**config.mk**
```make
export PLATFORM = sky130hd
export DESIGN_NAME = mod_inverse
export DESIGN_NICKNAME = d
export VERILOG_FILES = /design/src/rtl/mod_inverse.sv
export SDC_FILE = /design/constraint.sdc
export NUM_CORES = 1
export LEC_CHECK = 0
export CORE_ASPECT_RATIO = 0.9
export CORE_UTILIZATION = 65
export DETAILED_ROUTE_END_ITERATION = 7
export PLACE_DENSITY = 0.94
export REMOVE_ABC_BUFFERS = 1
export SLEW_MARGIN = 20
export SYNTH_ARGS = -nofsm -noshare
export SYNTH_HDL_FRONTEND = slang
export SYNTH_HIERARCHICAL = 1
export SYNTH_SLANG_ARGS = --single-unit
```
**constraint.sdc**
```tcl
create_clock -name clock -period 5.5 [get_ports clock]
set_clock_uncertainty 0.15 [all_clocks]
set_input_delay 0.55 -clock clock [delete_from_list [all_inputs] [get_ports clock]]
set_output_delay 0.55 -clock clock [all_outputs]
set_load 0.01 [all_outputs]
```
**src/rtl/mod_inverse.sv**
```systemverilog
// Modular inverse by binary extended Euclid: shift/add/subtract only, one reduction step per cycle.
// Result x satisfies (a*x) mod m == 1; error flags illegal operands or gcd(a,m) > 1.
module mod_inverse #(
  parameter int DATA_WIDTH = 8
) (
  input  logic                  clock,
  input  logic                  reset_n,
  input  logic                  start,
  input  logic [DATA_WIDTH-1:0] a,
  input  logic [DATA_WIDTH-1:0] modulant,
  output logic [DATA_WIDTH-1:0] out,
  output logic                  busy,
  output logic                  done,
  output logic                  error
);

  typedef enum logic [1:0] {
    IDLE = 2'd0,
    LOAD = 2'd1,
    RUN  = 2'd2,
    DONE = 2'd3
  } state_t;

  localparam logic [DATA_WIDTH-1:0] ONE_W  = {{(DATA_WIDTH-1){1'b0}}, 1'b1};
  localparam logic [DATA_WIDTH:0]   ONE_X  = {{DATA_WIDTH{1'b0}}, 1'b1};
  localparam logic [DATA_WIDTH:0]   ZERO_X = {(DATA_WIDTH+1){1'b0}};

  state_t                state_r;
  logic [DATA_WIDTH-1:0] a_r;
  logic [DATA_WIDTH-1:0] m_r;
  logic [DATA_WIDTH-1:0] u_r;
  logic [DATA_WIDTH-1:0] v_r;
  logic [DATA_WIDTH:0]   x1_r;
  logic [DATA_WIDTH:0]   x2_r;
  logic                  illegal_s;

  // Halve x modulo odd m; x+m stays below 2m so the extra bit is enough.
  function automatic logic [DATA_WIDTH:0] half_mod(
    input logic [DATA_WIDTH:0]   x,
    input logic [DATA_WIDTH-1:0] m
  );
    logic [DATA_WIDTH:0] sum;
    sum = x + {1'b0, m};
    if (x[0]) begin
      half_mod = sum >> 1;
    end else begin
      half_mod = x >> 1;
    end
  endfunction

  // (p - q) mod m for p, q already in 0..m-1.
  function automatic logic [DATA_WIDTH:0] sub_mod(
    input logic [DATA_WIDTH:0]   p,
    input logic [DATA_WIDTH:0]   q,
    input logic [DATA_WIDTH-1:0] m
  );
    if (p >= q) begin
      sub_mod = p - q;
    end else begin
      sub_mod = p + {1'b0, m} - q;
    end
  endfunction

  // Operand legality, evaluated on the latched values during LOAD.
  always_comb begin
    illegal_s = 1'b0;
    if ((m_r[0] == 1'b0) || (m_r <= ONE_W) || (a_r == '0) || (a_r >= m_r)) begin
      illegal_s = 1'b1;
    end else begin
      illegal_s = 1'b0;
    end
  end

  // Control FSM and datapath; outputs are registered and only move on DONE entry.
  always_ff @(posedge clock or negedge reset_n) begin
    if (!reset_n) begin
      state_r <= IDLE;
      a_r     <= '0;
      m_r     <= '0;
      u_r     <= '0;
      v_r     <= '0;
      x1_r    <= '0;
      x2_r    <= '0;
      out     <= '0;
      busy    <= 1'b0;
      done    <= 1'b0;
      error   <= 1'b0;
    end else begin
      case (state_r)
        IDLE, DONE: begin
          if (start) begin
            a_r     <= a;
            m_r     <= modulant;
            done    <= 1'b0;
            error   <= 1'b0;
            busy    <= 1'b1;
            state_r <= LOAD;
          end
        end
        LOAD: begin
          if (illegal_s) begin
            out     <= '0;
            error   <= 1'b1;
            done    <= 1'b1;
            busy    <= 1'b0;
            state_r <= DONE;
          end else begin
            u_r     <= a_r;
            v_r     <= m_r;
            x1_r    <= ONE_X;
            x2_r    <= ZERO_X;
            state_r <= RUN;
          end
        end
        RUN: begin
          if (u_r == ONE_W) begin
            out     <= x1_r[DATA_WIDTH-1:0];
            error   <= 1'b0;
            done    <= 1'b1;
            busy    <= 1'b0;
            state_r <= DONE;
          end else if (v_r == ONE_W) begin
            out     <= x2_r[DATA_WIDTH-1:0];
            error   <= 1'b0;
            done    <= 1'b1;
            busy    <= 1'b0;
            state_r <= DONE;
          end else if ((u_r == '0) || (v_r == '0)) begin
            // u and v converged to a common factor above 1
            out     <= '0;
            error   <= 1'b1;
            done    <= 1'b1;
            busy    <= 1'b0;
            state_r <= DONE;
          end else if (!u_r[0]) begin
            u_r  <= u_r >> 1;
            x1_r <= half_mod(x1_r, m_r);
          end else if (!v_r[0]) begin
            v_r  <= v_r >> 1;
            x2_r <= half_mod(x2_r, m_r);
          end else if (u_r >= v_r) begin
            u_r  <= u_r - v_r;
            x1_r <= sub_mod(x1_r, x2_r, m_r);
          end else begin
            v_r  <= v_r - u_r;
            x2_r <= sub_mod(x2_r, x1_r, m_r);
          end
        end
        default: begin
          state_r <= IDLE;
          busy    <= 1'b0;
          done    <= 1'b0;
        end
      endcase
    end
  end

  mod_inverse_checker #(.DATA_WIDTH(DATA_WIDTH)) u_checker (
    .clock   (clock),
    .reset_n (reset_n),
    .busy    (busy),
    .done    (done),
    .error   (error),
    .out     (out),
    .m       (m_r)
  );

endmodule

// Output consistency properties for mod_inverse.
module mod_inverse_checker #(
  parameter int DATA_WIDTH = 8
) (
  input logic                  clock,
  input logic                  reset_n,
  input logic                  busy,
  input logic                  done,
  input logic                  error,
  input logic [DATA_WIDTH-1:0] out,
  input logic [DATA_WIDTH-1:0] m
);

  // busy and done are exclusive; a finished result is reduced or zero on error.
  always @(posedge clock) begin
    if (reset_n) begin
      assert (!(busy && done)) else $error("mod_inverse: busy and done both high");
      if (done && error) begin
        assert (out == '0) else $error("mod_inverse: nonzero out with error");
      end
      if (done && !error) begin
        assert (out < m) else $error("mod_inverse: out not reduced below m");
      end
    end
  end

endmodule

```
==> flow_summary.ini <==
[clocking]
clk_path_buf_depth = 2
postCtsHoldBufs = 0
clkSinkCount = 63
cts_setup_buffers = 0
cts_max_level = 3
cts_tree = yes
cts.clk_slew.worst_paths_ns = 0.08
cts.repair.resized = 0
cts_root_buf = clkbuf_8
cts_buffers = 9
insertion_delay_ns = 0.36

[grt]
grt_max_degree = 64
grt_pass1_vias = 5771
grt_pass1_wl_um = 29800
grt.overflow.total = 0
antenna_found_initial = 0
gr-usage-all-layers_pct = 37.4

[synthesis]
synth_ff_type = dfrtp_1
synthCells = 747
async_flop_share_pct = 100
ys_seq_area_share_pct = 24.4
synthTopCellsByCount = ha_1, nor2_1, inv_1, dfrtp_1, a21oi_1
synth_top_area_share_pct = 24.4
synth_top_area_cell = dfrtp_1
synth_seq_cells = 63
ys_warn_count = 6
netlist_area_mm2 = 0.00647
synth.most_common_cell = ha_1
netlist-cell-type-count = 71
synth_area_leaders = dfrtp_1, ha_1, mux2_2
avgSynthCellArea_um2 = 8.66
synth-edff-count = 0

[route]
totalWireLength_um = 18500
firstDrtPassIters = 5
drtIter0Drc = 513
route.detailed.drc = 0
viasPerCell = 6.62
num_vias = 5891
routedWlPerCell_um = 20.8
ant_nets = 0

[sta]
fin_crit_sh_pct = 73.9
timing.fmax_mhz = 246
worstMarginPinSlew_ns = 0.931
final_max_slew_viol_count = 0
min_period_ns = 4.06
rsz0062_at_grt = no
max-slew-margin-rel_pct = 37.5
setup_violations = 0
finalHoldViolCount = 0
holdWs_ns = 0.212
fin_tns_setup_ns = 0

[worst_setup_path]
startpoint_type = flop
arrival_ns = 4.16
crit_fanout = 16
r2r_slack_ns = 1.44
critPathKind = reg -> reg
end_kind = flop
cp.required_ns = 5.60

[floorplan]
die_area_mm2 = 0.0104
die_w_um = 107
ioPinCount = 30
die_h_um = 96.6
core_mm2 = 0.00966
rows = 34
initial_core_util_pct = 67.0

[placed_design]
dpl-instance-area_mm2 = 0.00679
io_buffers = 29
post-dp-hpwl_um = 14100
gp_congestion = 0.978

[finish]
finalInstanceArea_mm2 = 0.00696
fillers = 760
drive_gt1_share_pct = 9.03
nets = 862
antenna_cells = 0
syn2layout_area_growth_pct = 7.66

[hold_path]
min_path_type = in -> async

[run]
max_cap_violations = 0

[run_status]
status = completed
metrics by stage:
stage | cells | setup WS [ns] | utilization, %
2_1_floorplan | 711 | 1.88 | -
3_3_place_gp | 874 | 1.64 | 70.3
3_5_place_dp | 874 | 1.51 | 70.3
4_1_cts | 890 | 1.49 | 72.1
5_1_grt | 890 | 1.21 | 72.1
6_report | 890 | 1.44 | 72.1
placed cells by master (no fill, tap or decap), types with 5 or more instances in the layout:
master,instances
a211o_1,6
a211oi_1,12
a21o_1,18
a21oi_1,54
a22o_1,15
a31oi_1,12
buf_4,8
clkbuf_8,9
clkdlybuf4s50_1,28
dfrtp_1,63
fa_1,8
ha_1,76
inv_1,64
mux2_2,29
mux2i_1,13
nand2_1,34
nand2b_1,5
nand3_1,13
nand4_1,6
nor2_1,68
nor2b_1,13
nor3_1,15
o211ai_1,5
o21a_1,15
o21ai_0,34
o22ai_1,5
o31a_1,6
o31ai_1,6
or2_2,5
xnor2_1,32
xor2_1,10
registers in the layout, summed over array words and instances (netlist names):
| register | count |
|---|---|
| done | 1 |
| out | 8 |
| error | 1 |
| v_r | 8 |
| x1_r | 9 |
| state_r | 2 |
| busy | 1 |
| x2_r | 9 |
| u_r | 8 |
| a_r | 8 |
| m_r | 8 |
logic make-up (layout without fill, tap and decap cells):
family	count (synthesis)	after routing	share of synthesized area (%)
flip-flops	63	63	24.4
XOR/XNOR	43	43	6.04
AO/OA/AOI/OAI	229	229	24.6
multiplexers	45	45	7.58
AND/OR/NAND/NOR	181	181	13.6
buffers and inverters	102	119	6.64
adder cells (fa/ha/maj)	84	84	17.2
routing by layer:
metal / vias to the layer above / share of wire (%) / track usage [%]
met2: 327 / 42 / 53.3
met4: 0 / 2.6 / 12.2
li1: 2716 / - / -
met3: 42 / 11 / 9.23
met1: 2806 / 44 / 55.1
met5: - / 0 / 0
layout make-up:
type / instances / area (µm²) / share of cell area, %
clock inverters: 7 / 50.0 / 0.719
repair buffers: 37 / 345 / 4.96
clock buffers: 9 / 124 / 1.78
multi-input cells: 582 / 4460 / 64.1
flip-flops and latches: 63 / 1580 / 22.6
well taps: 126 / 158 / 2.26
inverters: 66 / 248 / 3.56
worst paths after layout:
| check | cells after the start | from | endpoint |
|---|---|---|---|
| min in group clock | 1 | done$_DFFE_PN0P_ | done$_DFFE_PN0P_ |
| hold / removal | 2 | reset_n | x2_r[4]$_DFFE_PN0P_ |
| setup / recovery | 11 | u_r[0]$_DFFE_PN0P_ | u_r[7]$_DFFE_PN0P_ |
| setup reg to reg | 11 | u_r[0]$_DFFE_PN0P_ | u_r[7]$_DFFE_PN0P_ |
| hold reg to reg | 1 | done$_DFFE_PN0P_ | done$_DFFE_PN0P_ |
| max in group asynchronous | 2 | reset_n | m_r[3]$_DFFE_PN0P_ |
critical path, cell delays in order, from the launching register on:
cell	delay, ns
dfrtp_1	0.39
inv_1	0.47
ha_1	0.27
inv_1	0.06
fa_1	0.39
a21o_1	0.21
a211oi_2	0.27
o211a_1	0.36
a21oi_1	0.11
nor2_1	0.26
or2_1	0.59
mux2_2	0.41
Power is left out: the tool's default activity adds up to more than one toggle a clock period on the data nets, which glitch-free logic cannot reach.
